==> config.mk <==
export PLATFORM = sky130hd
export DESIGN_NAME = multi_channel_counter
export DESIGN_NICKNAME = d
export VERILOG_FILES = /design/src/rtl/counter_pkg.sv /design/src/rtl/counter_channel.sv /design/src/rtl/multi_channel_counter.sv
export SDC_FILE = /design/constraint.sdc
export NUM_CORES = 1
export LEC_CHECK = 0
export CAP_MARGIN = 5
export CELL_PAD_IN_SITES_DETAIL_PLACEMENT = 1
export CELL_PAD_IN_SITES_GLOBAL_PLACEMENT = 1
export CORE_ASPECT_RATIO = 2
export CORE_MARGIN = 2
export CORE_UTILIZATION = 36
export CTS_BUF_LIST = sky130_fd_sc_hd__clkbuf_2 sky130_fd_sc_hd__clkbuf_4 sky130_fd_sc_hd__clkbuf_8
export DETAILED_ROUTE_END_ITERATION = 7
export PLACE_DENSITY_LB_ADDON = 0.1
export SLEW_MARGIN = 0
export SYNTH_ARGS = -nofsm -noshare
export SYNTH_HDL_FRONTEND = slang
export SYNTH_SLANG_ARGS = --single-unit
==> constraint.sdc <==
create_clock -name clk -period 4.3 [get_ports clk]
set_clock_uncertainty 0.15 [all_clocks]
set_input_delay 1.075 -clock clk [delete_from_list [all_inputs] [get_ports clk]]
set_output_delay 1.075 -clock clk [all_outputs]
set_load 0.05 [all_outputs]
==> src/rtl/counter_pkg.sv <==
// Shared types for the multi-channel event/duration counter.
package counter_pkg;

  localparam int unsigned MODE_W = 2;

  typedef enum logic [MODE_W-1:0] {
    MODE_WRAP = 2'd0,
    MODE_SAT  = 2'd1,
    MODE_RUN  = 2'd2
  } mode_t;

  typedef enum logic {
    IDLE     = 1'b0,
    COUNTING = 1'b1
  } ch_state_t;

  // The reserved encoding 3 behaves as WRAP.
  function automatic mode_t mode_decode(input logic [MODE_W-1:0] m);
    case (m)
      2'd1:    return MODE_SAT;
      2'd2:    return MODE_RUN;
      default: return MODE_WRAP;
    endcase
  endfunction

endpackage

==> src/rtl/counter_channel.sv <==
// One counter channel: IDLE/COUNTING FSM with wrap, saturate and run-length modes.
module counter_channel
  import counter_pkg::*;
#(
  parameter int unsigned COUNTER_WIDTH = 32
) (
  input  logic                     clk,
  input  logic                     rst,
  input  logic                     clr_i,
  input  logic                     enable_i,
  input  logic [MODE_W-1:0]        mode_i,
  input  logic [COUNTER_WIDTH-1:0] limit_i,
  output logic [COUNTER_WIDTH-1:0] count_o,
  output logic [COUNTER_WIDTH-1:0] run_len_o,
  output logic                     run_valid_o,
  output logic                     wrap_pulse_o,
  output logic                     overflow_o
);

  localparam logic [COUNTER_WIDTH-1:0] CNT_MAX = '1;
  localparam logic [COUNTER_WIDTH-1:0] CNT_ONE = COUNTER_WIDTH'(1);

  ch_state_t                state_q, state_d;
  logic [COUNTER_WIDTH-1:0] count_q, count_d;
  logic [COUNTER_WIDTH-1:0] run_len_q, run_len_d;
  logic                     run_valid_q, run_valid_d;
  logic                     wrap_q, wrap_d;
  logic                     ovf_q, ovf_d;
  logic [COUNTER_WIDTH-1:0] inc;
  mode_t                    mode_e;

  assign inc    = count_q + CNT_ONE;
  assign mode_e = mode_decode(mode_i);

  always_comb begin
    state_d     = state_q;
    count_d     = count_q;
    run_len_d   = run_len_q;
    run_valid_d = 1'b0;
    wrap_d      = 1'b0;
    ovf_d       = ovf_q;
    if (clr_i) begin
      state_d = IDLE;
      count_d = '0;
      ovf_d   = 1'b0;
    end else if (enable_i) begin
      state_d = COUNTING;
      unique case (mode_e)
        // A count above a lowered limit rolls over too, so WRAP never wraps implicitly.
        MODE_WRAP: begin
          if (count_q >= limit_i) begin
            count_d = '0;
            wrap_d  = 1'b1;
            ovf_d   = 1'b1;
          end else begin
            count_d = inc;
            if (inc == limit_i) ovf_d = 1'b1;
          end
        end
        MODE_SAT: begin
          if (count_q >= limit_i) begin
            ovf_d = 1'b1;
          end else begin
            count_d = inc;
            if (inc == limit_i) ovf_d = 1'b1;
          end
        end
        MODE_RUN: begin
          if (count_q == CNT_MAX) begin
            ovf_d = 1'b1;
          end else begin
            count_d = inc;
            if (inc == CNT_MAX) ovf_d = 1'b1;
          end
        end
      endcase
    end else if (state_q == COUNTING) begin
      state_d = IDLE;
      if (mode_e == MODE_RUN) begin
        run_len_d   = count_q;
        run_valid_d = 1'b1;
        count_d     = '0;
      end
    end
  end

  always_ff @(posedge clk) begin
    if (rst) begin
      state_q     <= IDLE;
      count_q     <= '0;
      run_len_q   <= '0;
      run_valid_q <= 1'b0;
      wrap_q      <= 1'b0;
      ovf_q       <= 1'b0;
    end else begin
      state_q     <= state_d;
      count_q     <= count_d;
      run_len_q   <= run_len_d;
      run_valid_q <= run_valid_d;
      wrap_q      <= wrap_d;
      ovf_q       <= ovf_d;
    end
  end

  assign count_o      = count_q;
  assign run_len_o    = run_len_q;
  assign run_valid_o  = run_valid_q;
  assign wrap_pulse_o = wrap_q;
  assign overflow_o   = ovf_q;

endmodule

==> src/rtl/multi_channel_counter.sv <==
// Multi-channel event/duration counter with mode-change clear and coherent snapshot.
module multi_channel_counter
  import counter_pkg::*;
#(
  parameter int unsigned NUM_CH        = 4,
  parameter int unsigned COUNTER_WIDTH = 32
) (
  input  logic                              clk,
  input  logic                              rst,
  input  logic [NUM_CH-1:0]                 enable,
  input  logic [NUM_CH-1:0]                 clear,
  input  logic [MODE_W-1:0]                 mode,
  input  logic [COUNTER_WIDTH-1:0]          limit,
  input  logic                              snap,
  output logic [NUM_CH*COUNTER_WIDTH-1:0]   count,
  output logic [NUM_CH*COUNTER_WIDTH-1:0]   run_len,
  output logic [NUM_CH-1:0]                 run_valid,
  output logic [NUM_CH-1:0]                 wrap_pulse,
  output logic [NUM_CH-1:0]                 overflow,
  output logic [NUM_CH*COUNTER_WIDTH-1:0]   snap_count,
  output logic                              snap_valid
);

  logic [MODE_W-1:0]               mode_q;
  logic                            mode_chg;
  logic [NUM_CH*COUNTER_WIDTH-1:0] snap_count_q;
  logic                            snap_valid_q;

  assign mode_chg = (mode != mode_q);

  for (genvar g = 0; g < NUM_CH; g++) begin : g_ch
    counter_channel #(
      .COUNTER_WIDTH(COUNTER_WIDTH)
    ) u_ch (
      .clk         (clk),
      .rst         (rst),
      .clr_i       (clear[g] | mode_chg),
      .enable_i    (enable[g]),
      .mode_i      (mode),
      .limit_i     (limit),
      .count_o     (count[g*COUNTER_WIDTH +: COUNTER_WIDTH]),
      .run_len_o   (run_len[g*COUNTER_WIDTH +: COUNTER_WIDTH]),
      .run_valid_o (run_valid[g]),
      .wrap_pulse_o(wrap_pulse[g]),
      .overflow_o  (overflow[g])
    );
  end

  // Captures the registered counts, i.e. the values before this edge's update.
  always_ff @(posedge clk) begin
    if (rst) begin
      mode_q       <= '0;
      snap_count_q <= '0;
      snap_valid_q <= 1'b0;
    end else begin
      mode_q       <= mode;
      snap_valid_q <= snap;
      if (snap) snap_count_q <= count;
    end
  end

  assign snap_count = snap_count_q;
  assign snap_valid = snap_valid_q;

endmodule

==> parameters.txt, run 1 <==
Parameter                              Value

Drt
  Drt first-iter violations    1420
  Pre-Repair DR Iteration Count    7
  Remaining antenna violation count    0
  Final routed wirelength across all metal layers    120000 µm
  Detailed-route via count    25700
  # DRC    0
  Via-per-instance ratio    5.75
  Routed WL per cell    26.9 µm

Yosys
  Leading cell types by total area after synthesis    dfxtp_1 (33%), ha_1 (7.2%), mux2i_1 (6.5%)
  Cell Area, Synth    24100 µm²
  Net count after synthesis    3189
  Number of warnings issued by yosys    0
  Average instance area after synthesis    8.03 µm²
  Most used flip-flop cell after synthesis    dfxtp_1
  Cell variety after synth    86
  Flop and latch count out of synthesis    403
  Dominant cell type by area after synthesis    dfxtp_1
  Gate Count Post-Synth    3006
  Sequential area share after synthesis    33.4%
  Fraction of synthesis flops using an asynchronous set or reset pin    0%
  Number of enable flip-flop cells after synthesis    0
  Area share of the largest cell type after synthesis    33.4%

Clock network
  Clock buffer count from CTS    60
  Post-CTS clock slew at the launch and capture registers of the worst setup and hold paths    70 ps
  Total clock sinks    403
  Clk buf depth    3
  H-tree levels    2
  Root buffer cell    clkbuf_8
  Post-cts hold buffer count    0
  CTS tree    built
  Clock latency on the worst-skew pair    730 ps
  Quantity of gates resized following cts    0
  Number of setup buffers added after CTS    0

Global route
  First-pass GRT wire length    177000 µm
  Pin count of the biggest net entering global routing    83
  Remaining global-route overflow    0
  Vias in the first global route    27500
  Global router's overall resource usage    34.0%
  Initial antenna violation count    2

Hold path
  Worst hold-check path type    flop to flop

Power and ir drop
  Power per unit of standard cell area    250 nW/µm²
  Pwr Total    8.15 mW
  Maximum VDD drop    0.000240 V
  P_leak    12.9 nW

Worst setup path
  Setup crit start kind    primary input
  WP buf/inv    4
  Biggest cell delay along the critical path    490 ps
  Most numerous cell on the critical path    a21oi_1
  Critical path arrival    4380 ps
  Maximum fanout encountered on the critical timing path    7
  Largest delay share family, worst path    compound AO/OA/AOI/OAI gates
  Worst-path cell with the longest stage delay    inv_1
  Worst setup path category    primary input to flop
  Critical-path cell list    clkdlybuf4s50_1 > inv_1 > ha_1 > and4_1 > a21oi_1 > o211ai_1 > o21bai_1 > a21oi_1 > o311ai_1 > buf_4 > a21o_1 > buf_4 > a21oi_1 > mux2i_1
  Nature of the critical path endpoint    flop
  Required time of the critical path    4700 ps

Placed design
  PortBufs    441
  HPWL reported at the end of detailed placement    93800 µm
  Weighted congestion reported at the end of routability-driven placement    0.977
  Placed Instance Area    31100 µm²
  Placed cells    4354

Job
  Max_cap viols    0

Die
  Die Y    370 µm
  Top-level I/O count    442
  Width of the chip    187 µm
  Die Outline Area    69300 µm²
  Initial cell density of the core    36.3%
  Core Footprint    66600 µm²
  Number of standard-cell rows in the floorplan    134

Status
  Run status    finished, final reports clean

STA
  Tightest Pin Transition    991 ps
  Final setup viols    0
  Setup TNS    0 ps
  Number of pins exceeding their max-slew limit in the final report    0
  Fin crit share    92.7%
  Hold Violations, Final    0
  Maximum clock frequency    251 MHz
  Minimum period implied by the final worst setup slack    3990 ps
  Setup repair after global routing missed its margin    no
  Worst slew margin    33.9%

Cells and area
  Final Instance Count excl. Fillers    4462
  Total number of nets in the final design    3715
  # fillers    7998
  Commonest non-fill, non-tap cells in the layout    clkdlybuf4s50_1 (439), dfxtp_1 (403), nand2_1 (386), buf_4 (287), nor2_1 (243)
  Area growth from synthesis to layout    34.7%
  Util after Layout    48.9%
  Fraction of final layout cells sized beyond drive strength 1    12.8%
  Final design area excluding fillers    32500 µm²
  Most frequent standard cell in the layout excluding fill and tap cells    clkdlybuf4s50_1
## flip-flops by register name, indices dropped and copies added, names as in the netlist
signal / cells
snap_count: 128
g_ch.u_ch.run_valid_o: 4
g_ch.u_ch.run_len_o: 128
g_ch.u_ch.wrap_pulse_o: 4
snap_valid: 1
g_ch.u_ch.state_q: 4
mode_q: 2
g_ch.u_ch.count_o: 128
g_ch.u_ch.overflow_o: 4
## routing by layer
layer  part of all wire [%]  wire length, µm  vias up  GRT usage [%]
met1                     36            42700    12700           34.5
li1                       -                -    11700              -
met4                    9.9            11900        0           29.2
met2                     49            59200      951           60.3
met5                      0                0        -              0
met3                    5.4             6480      396           5.92
## where the power goes
part | switching, mW | internal [mW]
Clock | 1.64 | 1.99
Sequential | 0.00232 | 3.74
Combinational | 0.489 | 0.286
## final timing paths
check	startpoint	end	slack, ps	depth (start not counted)
min	g_ch[0].u_ch.run_len_o[24]	g_ch[0].u_ch.run_len_o[24]	300	2
min reg2reg	g_ch[0].u_ch.run_len_o[24]	g_ch[0].u_ch.run_len_o[24]	300	2
max	limit[8]	g_ch[1].u_ch.count_o[21]	310	14
max reg2reg	g_ch[0].u_ch.count_o[0]	g_ch[0].u_ch.count_o[28]	350	11
## tightest hold or removal path: cells and delay by family (launching register included)
family | cells | cell delay [ps]
AOI/OAI and AO/OA | 1 | 50
DFF | 1 | 310
and+or+nand+nor | 1 | 50
## synthesized netlist by cell type (25+ instances only)
cell,n
nand2_1,386
xnor2_1,147
ha_1,138
clkbuf_1,227
and3_1,60
a221o_1,25
mux2i_1,156
nor2_1,244
a2bb2oi_1,32
inv_1,98
a21o_1,46
a31oi_1,27
dfxtp_1,403
xor2_1,55
a21oi_1,192
nor4_1,28
nand3_1,116
nand4_1,86
o21ai_0,76
nor3_1,77
## through the flow
| step | setup WS, ps | hold slack [ps] |
|---|---|---|
| after floorplan | 31.2 | 276 |
| after global routing | 80.8 | 327 |
| final | 315 | 305 |
| after global placement | -230 | 290 |
| after detailed placement | -327 | 297 |
| after CTS | 411 | 307 |
## kinds of logic after synthesis
group | Yosys count | synth area share, %
AOI/OAI and AO/OA | 590 | 16.4
xor gates and xnor gates | 203 | 7.42
adders and majority gates | 139 | 7.19
buffers and inverters | 387 | 6.50
DFF | 403 | 33.4
muxes | 158 | 6.56
and+or+nand+nor | 1126 | 22.5
## layout make-up
type	instances	area, µm²	area share [%]
Inverter	99	372	1.14
Antenna cell	2	5.00	0.0154
Clock buffer	92	1190	3.66
Tap cell	884	1110	3.40
Timing Repair Buffer	752	7060	21.7
Multi-Input combinational cell	2216	14500	44.7
Sequential cell	403	8070	24.8
Clock inverter	14	178	0.546
(Power assumes the default switching activity.)
==> run 2: changes to the inputs <==
--- a/config.mk
+++ b/config.mk
@@ -13,6 +13,7 @@
 export CORE_UTILIZATION = 36
 export CTS_BUF_LIST = sky130_fd_sc_hd__clkbuf_2 sky130_fd_sc_hd__clkbuf_4 sky130_fd_sc_hd__clkbuf_8
 export DETAILED_ROUTE_END_ITERATION = 7
+export GPL_ROUTABILITY_DRIVEN = 0
 export PLACE_DENSITY_LB_ADDON = 0.1
 export SLEW_MARGIN = 0
 export SYNTH_ARGS = -nofsm -noshare
==> run 2 against run 1 <==
  * Die area unchanged
  * Wire length decreased by 1.5%
  * Combinational power decreased by 2%
  * Flip-flop and latch count unchanged
  * Core utilization decreased by 0.32 points
  * Global-route usage decreased by 0.63 points
  * Register-to-register slack got worse by 180 ps
  * Total power increased by 1.4%
  * Critical path depth decreased by 4
  * First-iteration DRC count increased by 29%
  * Sequential power about the same
  * Worst setup slack got worse by 140 ps
  * Largest cell class unchanged
==> parameters.txt, run 2 (same netlist as run 1, synthesis figures left out) <==
Parameter                              Value

Clock network
  Number of setup buffers added after CTS    0 (unchanged)
  Quantity of gates resized following cts    0 (unchanged)
  Clk buf depth    3 (unchanged)
  CTS tree    built
  Clock latency on the worst-skew pair    710 ps (-20 ps)
  Post-cts hold buffer count    0 (unchanged)
  Post-CTS clock slew at the launch and capture registers of the worst setup and hold paths    70 ps (about the same)
  H-tree levels    3 (+1)
  Root buffer cell    clkbuf_8
  Clock buffer count from CTS    66 (+10%)
  Total clock sinks    403 (unchanged)

Die
  Width of the chip    187 µm (unchanged)
  Initial cell density of the core    36.3% (unchanged)
  Die Y    370 µm (unchanged)
  Die Outline Area    69300 µm² (unchanged)
  Top-level I/O count    442 (unchanged)
  Core Footprint    66600 µm² (unchanged)
  Number of standard-cell rows in the floorplan    134 (unchanged)

Worst setup path
  Setup crit start kind    flop
  Critical-path cell list    buf_4 > nand4_1 > nor4_1 > xnor2_1 > a2111oi_0 > nand4_1 > nor4_1 > nand4_1 > o31ai_1 > a32o_1
  WP buf/inv    1 (-3)
  Critical path arrival    4620 ps (+240 ps)
  Worst-path cell with the longest stage delay    nor4_1
  Largest delay share family, worst path    simple AND/OR/NAND/NOR gates
  Critical R2R Launch    g_ch[1].u_ch.count_o[14]
  Required time of the critical path    4800 ps (+100 ps)
  Worst setup path category    flop to flop
  Maximum fanout encountered on the critical timing path    8 (+1)
  Worst Reg-to-Reg Cells    10 (-1)
  Nature of the critical path endpoint    flop
  Reg-to-reg slack, setup    170 ps (-180 ps)
  Most numerous cell on the critical path    nand4_1
  Biggest cell delay along the critical path    920 ps (+430 ps)
  Capture point of the worst reg-to-reg path    g_ch[1].u_ch.overflow_o

Power and ir drop
  Power per unit of standard cell area    256 nW/µm² (+2.1%)
  Share of total power in combinational logic    9.2% (-0.3 points)
  Maximum VDD drop    0.000232 V (-3.4%)
  P_leak    12.8 nW (-1.1%)
  Clk network pwr share    45.5% (+0.9 points)
  NetSw    2.20 mW (+3.5%)
  Part of the power in registers    45.2% (-0.7 points)
  Switching Share    26.7% (+0.53 points)
  Cell internal power dissipation    6.06 mW (+0.71%)

Hold path
  Worst hold-check path type    flop to flop
  Capture endpoint of the worst hold path    g_ch[3].u_ch.run_len_o[3]
  Min-Delay Path Depth    2 (unchanged)
  Hold Crit Start    g_ch[3].u_ch.run_len_o[3]

Placed design
  HPWL reported at the end of detailed placement    89700 µm (-4.4%)
  PortBufs    441 (unchanged)
  Placed cells    4320 (-0.78%)

Cells and area
  Commonest non-fill, non-tap cells in the layout    clkdlybuf4s50_1 (439), dfxtp_1 (403), nand2_1 (386), buf_4 (255), nor2_1 (243)
  Area growth from synthesis to layout    33.8%
  Area of combinational cells with multiple inputs    14500 µm² (unchanged)
  # fillers    7971 (-0.34%)
  Fraction of final layout cells sized beyond drive strength 1    12.2% (-0.61 points)
  Total number of nets in the final design    3687 (-0.75%)
  Most frequent standard cell in the layout excluding fill and tap cells    clkdlybuf4s50_1
  Area of all sequential standard cells    8070 µm² (unchanged)
  Final Instance Count excl. Fillers    4440 (-0.49%)

STA
  Worst slew margin    33.2% (-0.76 points)
  Fin crit share    95.9% (+3.3 points)
  Tightest Pin Transition    1000 ps (+11.4 ps)
  Minimum period implied by the final worst setup slack    4130 ps (+141 ps)
  Hold Violations, Final    0 (unchanged)
  Number of pins exceeding their max-slew limit in the final report    0 (unchanged)
  Maximum clock frequency    242 MHz (-3.4%)
  Setup TNS    0 ps (unchanged)
  Final setup viols    0 (unchanged)
  Setup repair after global routing missed its margin    no

Job
  Max_cap viols    0 (unchanged)

Drt
  # DRC    0 (unchanged)
  Detailed-route via count    26100 (+1.8%)
  Remaining antenna violation count    0 (unchanged)
  Routed WL per cell    26.7 µm (-1.0%)
  Via-per-instance ratio    5.88 (+2.3%)
  Final routed wirelength across all metal layers    118000 µm (-1.5%)
  Drt first-iter violations    1837 (+29%)
  Pre-Repair DR Iteration Count    5 (-2)

Global route
  Initial antenna violation count    5 (+3)
  Global router's overall resource usage    33.4% (-0.63 points)
  First-pass GRT wire length    175000 µm (-1.5%)
  Vias in the first global route    27700 (+0.84%)
  Pin count of the biggest net entering global routing    87 (+4.8%)
  Remaining global-route overflow    0 (unchanged)

Status
  Run status    finished, final reports clean
## run 2: worst reg2reg max path, cell delays in order, from the launching register on
cell	delay (ps)
dfxtp_1	310
buf_4	200
nand4_1	380
nor4_1	920
xnor2_1	330
a2111oi_0	490
nand4_1	160
nor4_1	500
nand4_1	160
o31ai_1	260
a32o_1	220
## run 2: per-stage QoR
step	power, mW	util, %	hold slack, ps	area (µm²)	worst slack (ps)
after CTS	8.34	48.5	308	32300	273
after global placement	4.54	46.4	291	30900	-174
final	8.26	48.5	302	32300	174
after global routing	8.53	48.5	320	32300	0.985
after detailed placement	4.56	46.4	299	30900	-261
after floorplan	4.19	-	276	24100	31.2
## run 2: worst max-delay path by stage
stage,from,to,slack [ps],depth (start not counted)
4_1_cts,g_ch[1].u_ch.count_o[14],g_ch[1].u_ch.overflow_o,270,10
3_5_place_dp,limit[17],g_ch[3].u_ch.count_o[2],-260,14
6_report,g_ch[1].u_ch.count_o[14],g_ch[1].u_ch.overflow_o,170,10
2_1_floorplan,limit[19],g_ch[1].u_ch.count_o[23],30,12
3_3_place_gp,limit[17],g_ch[3].u_ch.count_o[16],-170,13
5_1_grt,g_ch[1].u_ch.count_o[14],g_ch[1].u_ch.overflow_o,1,10
## run 2: power by group through the flow
stage                     registers, mW  clock network, mW  logic [mW]
after global routing               3.74               4.00       0.792
after global placement             3.82                  0       0.719
after floorplan                    3.83                  0       0.359
after CTS                          3.74               3.86       0.743
after detailed placement           3.82                  0       0.740
final                              3.74               3.76       0.762
## run 2: cell type report
class,count,area share [%]
diodes,5,0.0387
clock inverters,12,0.395
repair buffers,718,21.0
clock buffers,103,4.02
multi-input cells,2216,45.0
well taps,884,3.42
flip-flops and latches,403,25.0
inverters,99,1.15
## run 2: per-layer routing
| metal | track usage (%) | vias to the layer above | part of all wire, % |
|---|---|---|---|
| met2 | 57.9 | 1229 | 48 |
| met3 | 7.78 | 481 | 7.2 |
| met4 | 27.4 | 2 | 9.0 |
| met1 | 34.2 | 12800 | 35 |
| li1 | - | 11600 | - |
| met5 | 0 | - | 0.0084 |
